### src/rtl/accum_pkg.sv
// Shared types and field layout for the accumulator drain controller.
// Holds the FSM state encoding, the 32-bit key/count/addr widths and the
// 64-bit entry layout {key[63:32], count[31:0]} used on arr_din/arr_q/out_data.
package accum_pkg;

  localparam int ADDR_W  = 32;
  localparam int KEY_W   = 32;
  localparam int CNT_W   = 32;
  localparam int ENTRY_W = KEY_W + CNT_W;

  localparam int KEY_MSB = 63;
  localparam int KEY_LSB = 32;
  localparam int CNT_MSB = 31;

  typedef enum logic [2:0] {
    IDLE,
    ISSUE,
    WAIT,
    EMIT,
    DONE
  } state_t;

endpackage

### src/rtl/rr_arbiter.sv
// Round-robin arbiter: one-hot grant to the first requester at or after the pointer.
// Latency: grant is combinational from req/enable; pointer advances on the clock edge.
// Backpressure: enable=0 forces grant to zero and freezes the pointer.
// Ports: clk, reset (sync, active high); req[NREQ] requests; enable gates granting;
//        grant[NREQ] one-hot grant (only ever set on a requesting bit).
module rr_arbiter #(
  parameter int NREQ = 2
) (
  input  logic            clk,
  input  logic            reset,
  input  logic [NREQ-1:0] req,
  input  logic            enable,
  output logic [NREQ-1:0] grant
);

  localparam int IW = (NREQ > 1) ? $clog2(NREQ) : 1;

  logic [IW-1:0] ptr;
  logic [IW-1:0] win;
  logic [IW-1:0] cand;
  logic          found;

  // Scan requesters starting at the pointer; the first hit wins.
  always_comb begin
    grant = '0;
    win   = '0;
    cand  = '0;
    found = 1'b0;
    for (int k = 0; k < NREQ; k++) begin
      cand = IW'((int'(ptr) + k) % NREQ);
      if (!found && req[cand]) begin
        found = 1'b1;
        win   = cand;
      end
    end
    if (enable && found) begin
      grant[win] = 1'b1;
    end
  end

  // Pointer moves just past the granted index so that index goes to the back.
  always_ff @(posedge clk) begin
    if (reset) begin
      ptr <= '0;
    end else if (enable && found) begin
      ptr <= (win == IW'(NREQ - 1)) ? '0 : win + 1'b1;
    end
  end

endmodule

### src/rtl/accum_ctrl.sv
// Accumulator front end: arbitrates update writes into an external array and sweeps it on drain.
// Latency: update write one cycle after transfer; each drained entry takes RD_LAT+2 cycles, +1 for DONE.
// Backpressure: upd_ready drops during a drain; out_ready=0 holds the result stable in EMIT.
// Ports: clk/reset; upd_valid/ready/addr/key/inc per requester; drain_start/busy/done;
//        out_valid/ready/addr/data result stream; arr_addr/din/we/q external array (arr_q valid RD_LAT after arr_addr).
module accum_ctrl
  import accum_pkg::*;
#(
  parameter int NREQ   = 2,
  parameter int DEPTH  = 256,
  parameter int RD_LAT = 2
) (
  input  logic                       clk,
  input  logic                       reset,
  input  logic [NREQ-1:0]            upd_valid,
  output logic [NREQ-1:0]            upd_ready,
  input  logic [NREQ-1:0][ADDR_W-1:0] upd_addr,
  input  logic [NREQ-1:0][KEY_W-1:0]  upd_key,
  input  logic [NREQ-1:0][CNT_W-1:0]  upd_inc,
  input  logic                       drain_start,
  output logic                       drain_busy,
  output logic                       drain_done,
  output logic                       out_valid,
  input  logic                       out_ready,
  output logic [ADDR_W-1:0]          out_addr,
  output logic [ENTRY_W-1:0]         out_data,
  output logic [ADDR_W-1:0]          arr_addr,
  output logic [ENTRY_W-1:0]         arr_din,
  output logic                       arr_we,
  input  logic [ENTRY_W-1:0]         arr_q
);

  localparam int                WCW       = (RD_LAT > 1) ? $clog2(RD_LAT) : 1;
  localparam logic [WCW-1:0]    WAIT_LAST = WCW'(RD_LAT - 1);
  localparam logic [ADDR_W-1:0] LAST_IDX  = ADDR_W'(DEPTH - 1);

  state_t              state;
  state_t              state_nxt;
  logic [ADDR_W-1:0]   idx;
  logic [WCW-1:0]      wait_cnt;
  logic                wait_done;
  logic                last_idx;
  logic                arb_en;
  logic [NREQ-1:0]     grant;
  logic                xfer;
  logic [ADDR_W-1:0]   sel_addr;
  logic [KEY_W-1:0]    sel_key;
  logic [CNT_W-1:0]    sel_inc;
  logic                wr_we;
  logic [ADDR_W-1:0]   wr_addr;
  logic [ENTRY_W-1:0]  wr_din;

  // Updates are only granted in IDLE, and drain_start takes priority. A write
  // registered in the cycle drain_start arrives still lands in that IDLE cycle,
  // so the array port is never shared between a write and a drain read.
  rr_arbiter #(
    .NREQ (NREQ)
  ) u_arb (
    .clk    (clk),
    .reset  (reset),
    .req    (upd_valid),
    .enable (arb_en),
    .grant  (grant)
  );

  assign upd_ready = grant;
  assign xfer      = |(upd_valid & grant);
  assign wait_done = (wait_cnt == WAIT_LAST);
  assign last_idx  = (idx == LAST_IDX);

  always_comb begin
    sel_addr = '0;
    sel_key  = '0;
    sel_inc  = '0;
    for (int i = 0; i < NREQ; i++) begin
      if (grant[i]) begin
        sel_addr = upd_addr[i];
        sel_key  = upd_key[i];
        sel_inc  = upd_inc[i];
      end
    end
  end

  // The array address follows the pending write in IDLE and the sweep index
  // otherwise, so it stays parked on idx while a result waits in EMIT.
  assign arr_addr = (state == IDLE) ? wr_addr : idx;
  assign arr_din  = wr_din;
  assign arr_we   = wr_we;

  always_ff @(posedge clk) begin
    if (reset) begin
      state <= IDLE;
    end else begin
      state <= state_nxt;
    end
  end

  always_comb begin
    state_nxt  = state;
    arb_en     = 1'b0;
    out_valid  = 1'b0;
    drain_busy = 1'b0;
    drain_done = 1'b0;
    case (state)
      IDLE: begin
        arb_en = !drain_start;
        if (drain_start) begin
          state_nxt = ISSUE;
        end
      end
      ISSUE: begin
        drain_busy = 1'b1;
        state_nxt  = WAIT;
      end
      WAIT: begin
        drain_busy = 1'b1;
        if (wait_done) begin
          state_nxt = EMIT;
        end
      end
      EMIT: begin
        drain_busy = 1'b1;
        out_valid  = 1'b1;
        if (out_ready) begin
          state_nxt = last_idx ? DONE : ISSUE;
        end
      end
      DONE: begin
        drain_done = 1'b1;
        state_nxt  = IDLE;
      end
      default: state_nxt = IDLE;
    endcase
  end

  always_ff @(posedge clk) begin
    if (reset) begin
      idx      <= '0;
      wait_cnt <= '0;
      wr_we    <= 1'b0;
      wr_addr  <= '0;
      wr_din   <= '0;
      out_addr <= '0;
      out_data <= '0;
    end else begin
      wr_we <= xfer;
      if (xfer) begin
        wr_addr <= sel_addr;
        wr_din  <= {sel_key, sel_inc};
      end
      case (state)
        ISSUE: wait_cnt <= '0;
        WAIT: begin
          if (wait_done) begin
            wait_cnt <= '0;
            out_addr <= idx;
            out_data <= {arr_q[KEY_MSB:KEY_LSB], arr_q[CNT_MSB:0]};
          end else begin
            wait_cnt <= wait_cnt + 1'b1;
          end
        end
        EMIT: begin
          if (out_ready && !last_idx) begin
            idx <= idx + 1'b1;
          end
        end
        DONE: idx <= '0;
        default: ;
      endcase
    end
  end

endmodule

### config.mk
export PLATFORM = sky130hd
export DESIGN_NAME = accum_ctrl
export DESIGN_NICKNAME = d
export VERILOG_FILES = /design/src/rtl/accum_pkg.sv /design/src/rtl/rr_arbiter.sv /design/src/rtl/accum_ctrl.sv
export SDC_FILE = /design/constraint.sdc
export NUM_CORES = 1
export LEC_CHECK = 0
export CORE_AREA = 4 4 179 181
export CTS_CLUSTER_DIAMETER = 50
export DETAILED_ROUTE_END_ITERATION = 12
export DIE_AREA = 0 0 183 185
export GPL_TIMING_DRIVEN = 1
export PLACE_DENSITY = 0.64
export SYNTH_ARGS = -nofsm -noshare
export SYNTH_HDL_FRONTEND = slang
export SYNTH_SLANG_ARGS = --single-unit
### constraint.sdc
create_clock -name clk -period 5.05 [get_ports clk]
set_input_delay 0.505 -clock clk [delete_from_list [all_inputs] [get_ports clk]]
set_output_delay 0.505 -clock clk [all_outputs]
set_load 0.05 [all_outputs]
======== After elaboration in Yosys (flattened, before gate mapping) ========
Index checks and enable logic that the tools add are counted.
operators by class
  add/subtract/negate cells ............... 4
  order comparisons ....................... 4
  equality and inequality tests ........... 9
  mux-type cells .......................... 32
  bitwise operators ....................... 1
  reductions and logical operators ........ 15
operator list
  cell                   count
  $mux 32                8
  $pmux 32 s2            1
  $add 32x1->32 const B  1
  $eq 32x8->1 const B    1
  $mux 1                 15
  $mux 3                 4
  $pmux 3 s4             1
  $ne 2x2->1 const B     4
  $eq 3x2->1 const B     2
  $lt 1x2->1 const B     3
  $logic_and 1x1->1      4
  $reduce_and 2->1       2
  $reduce_bool 2->1      2
  $add 1x1->1 const B    3
  $eq 3x1->1 const B     1
  $eq 3x3->1 const B     1
  $logic_not 1->1        3
  $logic_not 3->1        1
  $reduce_and 3->1       1
  $reduce_or 3->1        1
  $and 2x2->2            1
  $mux 2                 1
  $pmux 1 s2             1
  $reduce_or 2->1        1
  2 further kinds        2
storage, ports and cells
  flip-flop bits (word level) ............. 230

======== Longest topological paths before layout ========
  depth after elaboration ................. 13
  mapped depth ............................ 8
  gate-level depth less buffers ........... 6

======== Cells and area by module ========
A second synthesis with hierarchy kept.
second synthesis, totals
  cells, all modules ...................... 1147
  area, all modules ....................... 9546.7 µm²
by module, submodules not included
  module      instances  cells each  area each (µm²)
  accum_ctrl  1          1139        9491.6
  rr_arbiter  1          8           55.1

======== Worst setup path before layout ========
Ideal clock, no wire load.
  kind .................................... flip-flop to output port
  start ................................... reg state[2]
  end ..................................... out arr_addr[19]
  data arrival time ....................... 2073 ps
  required time ........................... 4545 ps
  setup slack ............................. 2472 ps
  stages on the path, launching flop included .. 5
  path buffers ............................ 2
  cell sequence ........................... dfxtp_1 -> clkbuf_1 -> nor3_2 -> clkbuf_1 -> o21ai_0
between the ends
  longest elaborated chain between the ends .. 2
ends and longest elaborated chain
  item                    line              text
  from (decl)             accum_ctrl.sv:37  state_t state;
  from (signal assigned)  accum_ctrl.sv:94  state <= state_nxt;
  $logic_not 3->1         accum_ctrl.sv:86  assign arr_addr = (state == IDLE) ? wr_addr : idx;
  $mux 32                 accum_ctrl.sv:86
  to (decl)               accum_ctrl.sv:27  output logic [ADDR_W-1:0] arr_addr,
Every way passes these cells.

======== Worst setup path after layout ========
  start ................................... reg state[2]
  end ..................................... out arr_addr[6]
Same word-level chain as after synthesis.

==> run metrics <==
status=completed; NumNets Final=1,806; io pins=460; remaining global-route overflow=0; Root Buffer=clkbuf_16; final setup TNS=0 ns; max-cap viol count=0; CTS tree=built; FF+latch area=~0.0046 sq mm; number of global-route vias before repair=9,325; via count=9,493; largest net degree at the start of global routing=113; initial core utilization=32.6%; Int Pwr=between 3 and 4 mW; die height=185 um; EDFF count, synth=0; Post-Layout Cell Count=1,966; unique cell type count in the Yosys netlist=between 50 and 60; commonest non-fill, non-tap cell in the layout=clkdlybuf4s50_1; HP Start=out_data[41]; Tot GR Track Use=19.3%; synth warn=0; worst reg2reg endpoint=arr_din[63]; Combinational Power Share=20.7%; FILL cells=2,869; static leakage power=5.85 nW; clock share of power=43.3%; initial antenna violation count=1; power share of the sequential group=36.0%; DP Wirelength=roughly 26 mm; clk sink count=230; post-route clock period utilization=65.3%; drt pass-1 iters=4; Synth async-reset ratio=0%; Post-synth top flop=dfxtp_1; endpoint class of the critical path=primary output; # rows=64; crit path time final=3.30 ns; Post-Syn Instances=1,135; WL per Instance=17.7 um; Worst R2R Start=state[2]; worst vdd ir=0.000204 V; RSZ-0062 raised after global routing=false; CTS buffer count=36; DRT antenna net count=0; cells on worst reg2reg path=5; IO Port Bufs=459; Synthesized Nets=roughly 1,400; Iter 0 DRT Violations=449; Tightest Hold Check Type=reg -> reg; quantity of gates resized following cts=0; Netlist Area Pre-Place=between 0.009 and 0.01 sq mm; # placed instances=between 1,500 and 2,000; PnR worst setup slack=1.75 ns; Fin. Hold Viols=0; CTS Hold Bufs=0; clock buffer depth=3; most frequent cells in the layout=clkdlybuf4s50_1, dfxtp_1, nand2_1; crit path DAT=2.79 ns; Layout area overhead=60.0%; Via density=4.83; multi-input logic area=0.00490 sq mm; Max Slew Vio Count=0; Hold Path End=out_data[41]; FF+latch count, synth=230; Syn Area/Cell=8.74 sq um; Core Footprint=0.0304 sq mm; critical path launch point type=flip-flop; DRC violations left=0; DIE AREA=0.0339 sq mm; Post-Place Setup Slack=2.04 ns; clk_lat worst skew=~0.5 ns; WL final=34.9 mm; GPL Wtd Cong=0.827; sw power=1.59 mW; postcts setup bufs=0; Worst Skew=about 0.022 ns; layout cells sized above 1=8.23%; CP Data Required Time=approximately 4.6 ns; R2R setup slack=around 2.7 ns; Pwr Density=345 mW/mm^2; final setup fails=0; Switching Fraction=about 29%; global-route wire length before repair=52.2 mm; CTS clk-pin slew, worst paths=0.05 ns; max_slew headroom=35.9%; fmax=303 MHz; H-tree Lvls=2; Worst-Margin Slew=just under 1 ns; hold path depth=2; Seq/Total Area, Yosys=around 46%; critical setup path kind=reg -> out; Die Width=183 um; CP max FO=37
-- sequential cells by signal, indices dropped and copies added, names as in the netlist --
name       flops
out_addr      32
wr_addr       32
out_data      64
wait_cnt       1
idx           32
state          3
arr_we         1
u_arb.ptr      1
arr_din       64
-- synthesized netlist by cell type, types with 4 or more instances --
cell | n | area, sq um
mux2_2 | 27 | 304
or3_1 | 4 | 25.0
nor4_2 | 5 | 62.6
or4_1 | 8 | 60.1
dfxtp_1 | 230 | 4600
mux2i_1 | 99 | 991
o31ai_1 | 4 | 30.0
inv_1 | 7 | 26.3
nand3_1 | 9 | 45.0
xor2_1 | 9 | 78.8
a21oi_2 | 8 | 70.1
nand4_1 | 13 | 81.3
clkbuf_1 | 50 | 188
nor2_1 | 120 | 450
o21ai_1 | 6 | 30.0
nor4_1 | 9 | 56.3
nor3_1 | 7 | 35.0
a211oi_1 | 97 | 728
buf_1 | 12 | 45.0
and2_1 | 4 | 25.0
buf_2 | 34 | 170
xnor2_1 | 5 | 43.8
nand2_1 | 214 | 803
o21ai_0 | 10 | 50.1
a21oi_1 | 99 | 495
-- power by group through the flow --
stage | combinational [mW] | clock (mW) | sequential, mW
after global routing | 1.21 | 2.51 | 1.98
after floorplan | 0.447 | 0 | 2.21
final | 1.13 | 2.37 | 1.97
after CTS | 1.15 | 2.43 | 1.97
after detailed placement | 1.15 | 0 | 2.01
after global placement | 1.14 | 0 | 2.01
-- cells by family (layout without fill, tap and decap cells) --
logic type,count (synthesis),in the layout,synth area share (%)
AOI/OAI and AO/OA,237,237,15.3
adders and majority gates,1,1,0.126
xor gates and xnor gates,14,14,1.24
muxes,126,126,13.1
DFF,230,230,46.4
and+or+nand+nor,420,420,19.1
other,0,2,0
buffers and inverters,107,540,4.82
-- critical path, cell delays in order, from the launching register on --
cell and delay [ns]:
dfxtp_1 0.48, nor3_4 0.23, buf_4 0.43, mux2_2 0.39
clkdlybuf4s50_1 0.75
-- metrics by stage --
stage	hold WS (ns)	power, mW	area (sq um)	utilization [%]
floorplan	0.465	2.66	9920	-
global placement	0.441	3.15	14700	48.4
detailed placement	0.445	3.15	14700	48.4
CTS	0.453	5.55	15900	52.2
global route	0.471	5.70	15900	52.2
finish	0.450	5.48	15900	52.2
-- layout make-up --
cell class              instances  share of cell area [%]
inverters                       7                   0.166
diodes                          2                  0.0315
clock buffers                  45                    6.21
well taps                     396                    3.12
flip-flops and latches        230                    29.0
clock inverters                18                    1.06
repair buffers                470                    29.5
multi-input cells             798                    30.9
-- worst max-delay path by stage --
stage	slack [ns]	start	to	cells past startpoint
2_1_floorplan	2.47	state[2]	arr_addr[19]	4
3_3_place_gp	2.01	drain_start	upd_ready[0]	5
5_1_grt	1.59	state[2]	upd_ready[1]	4
3_5_place_dp	2.04	drain_start	upd_ready[0]	5
6_report	1.75	state[2]	arr_addr[6]	4
4_1_cts	1.71	state[2]	arr_addr[7]	4
-- metal layers --
layer / share of wire (%) / GRT usage [%] / up-vias
li1: - / - / 4820
met1: 40 / 23.1 / 4293
met2: 49 / 33.4 / 322
met3: 8.1 / 6.09 / 58
met4: 2.9 / 5.69 / 0
met5: 0 / 0 / -
No activity file was read; power rests on OpenSTA's default activity.
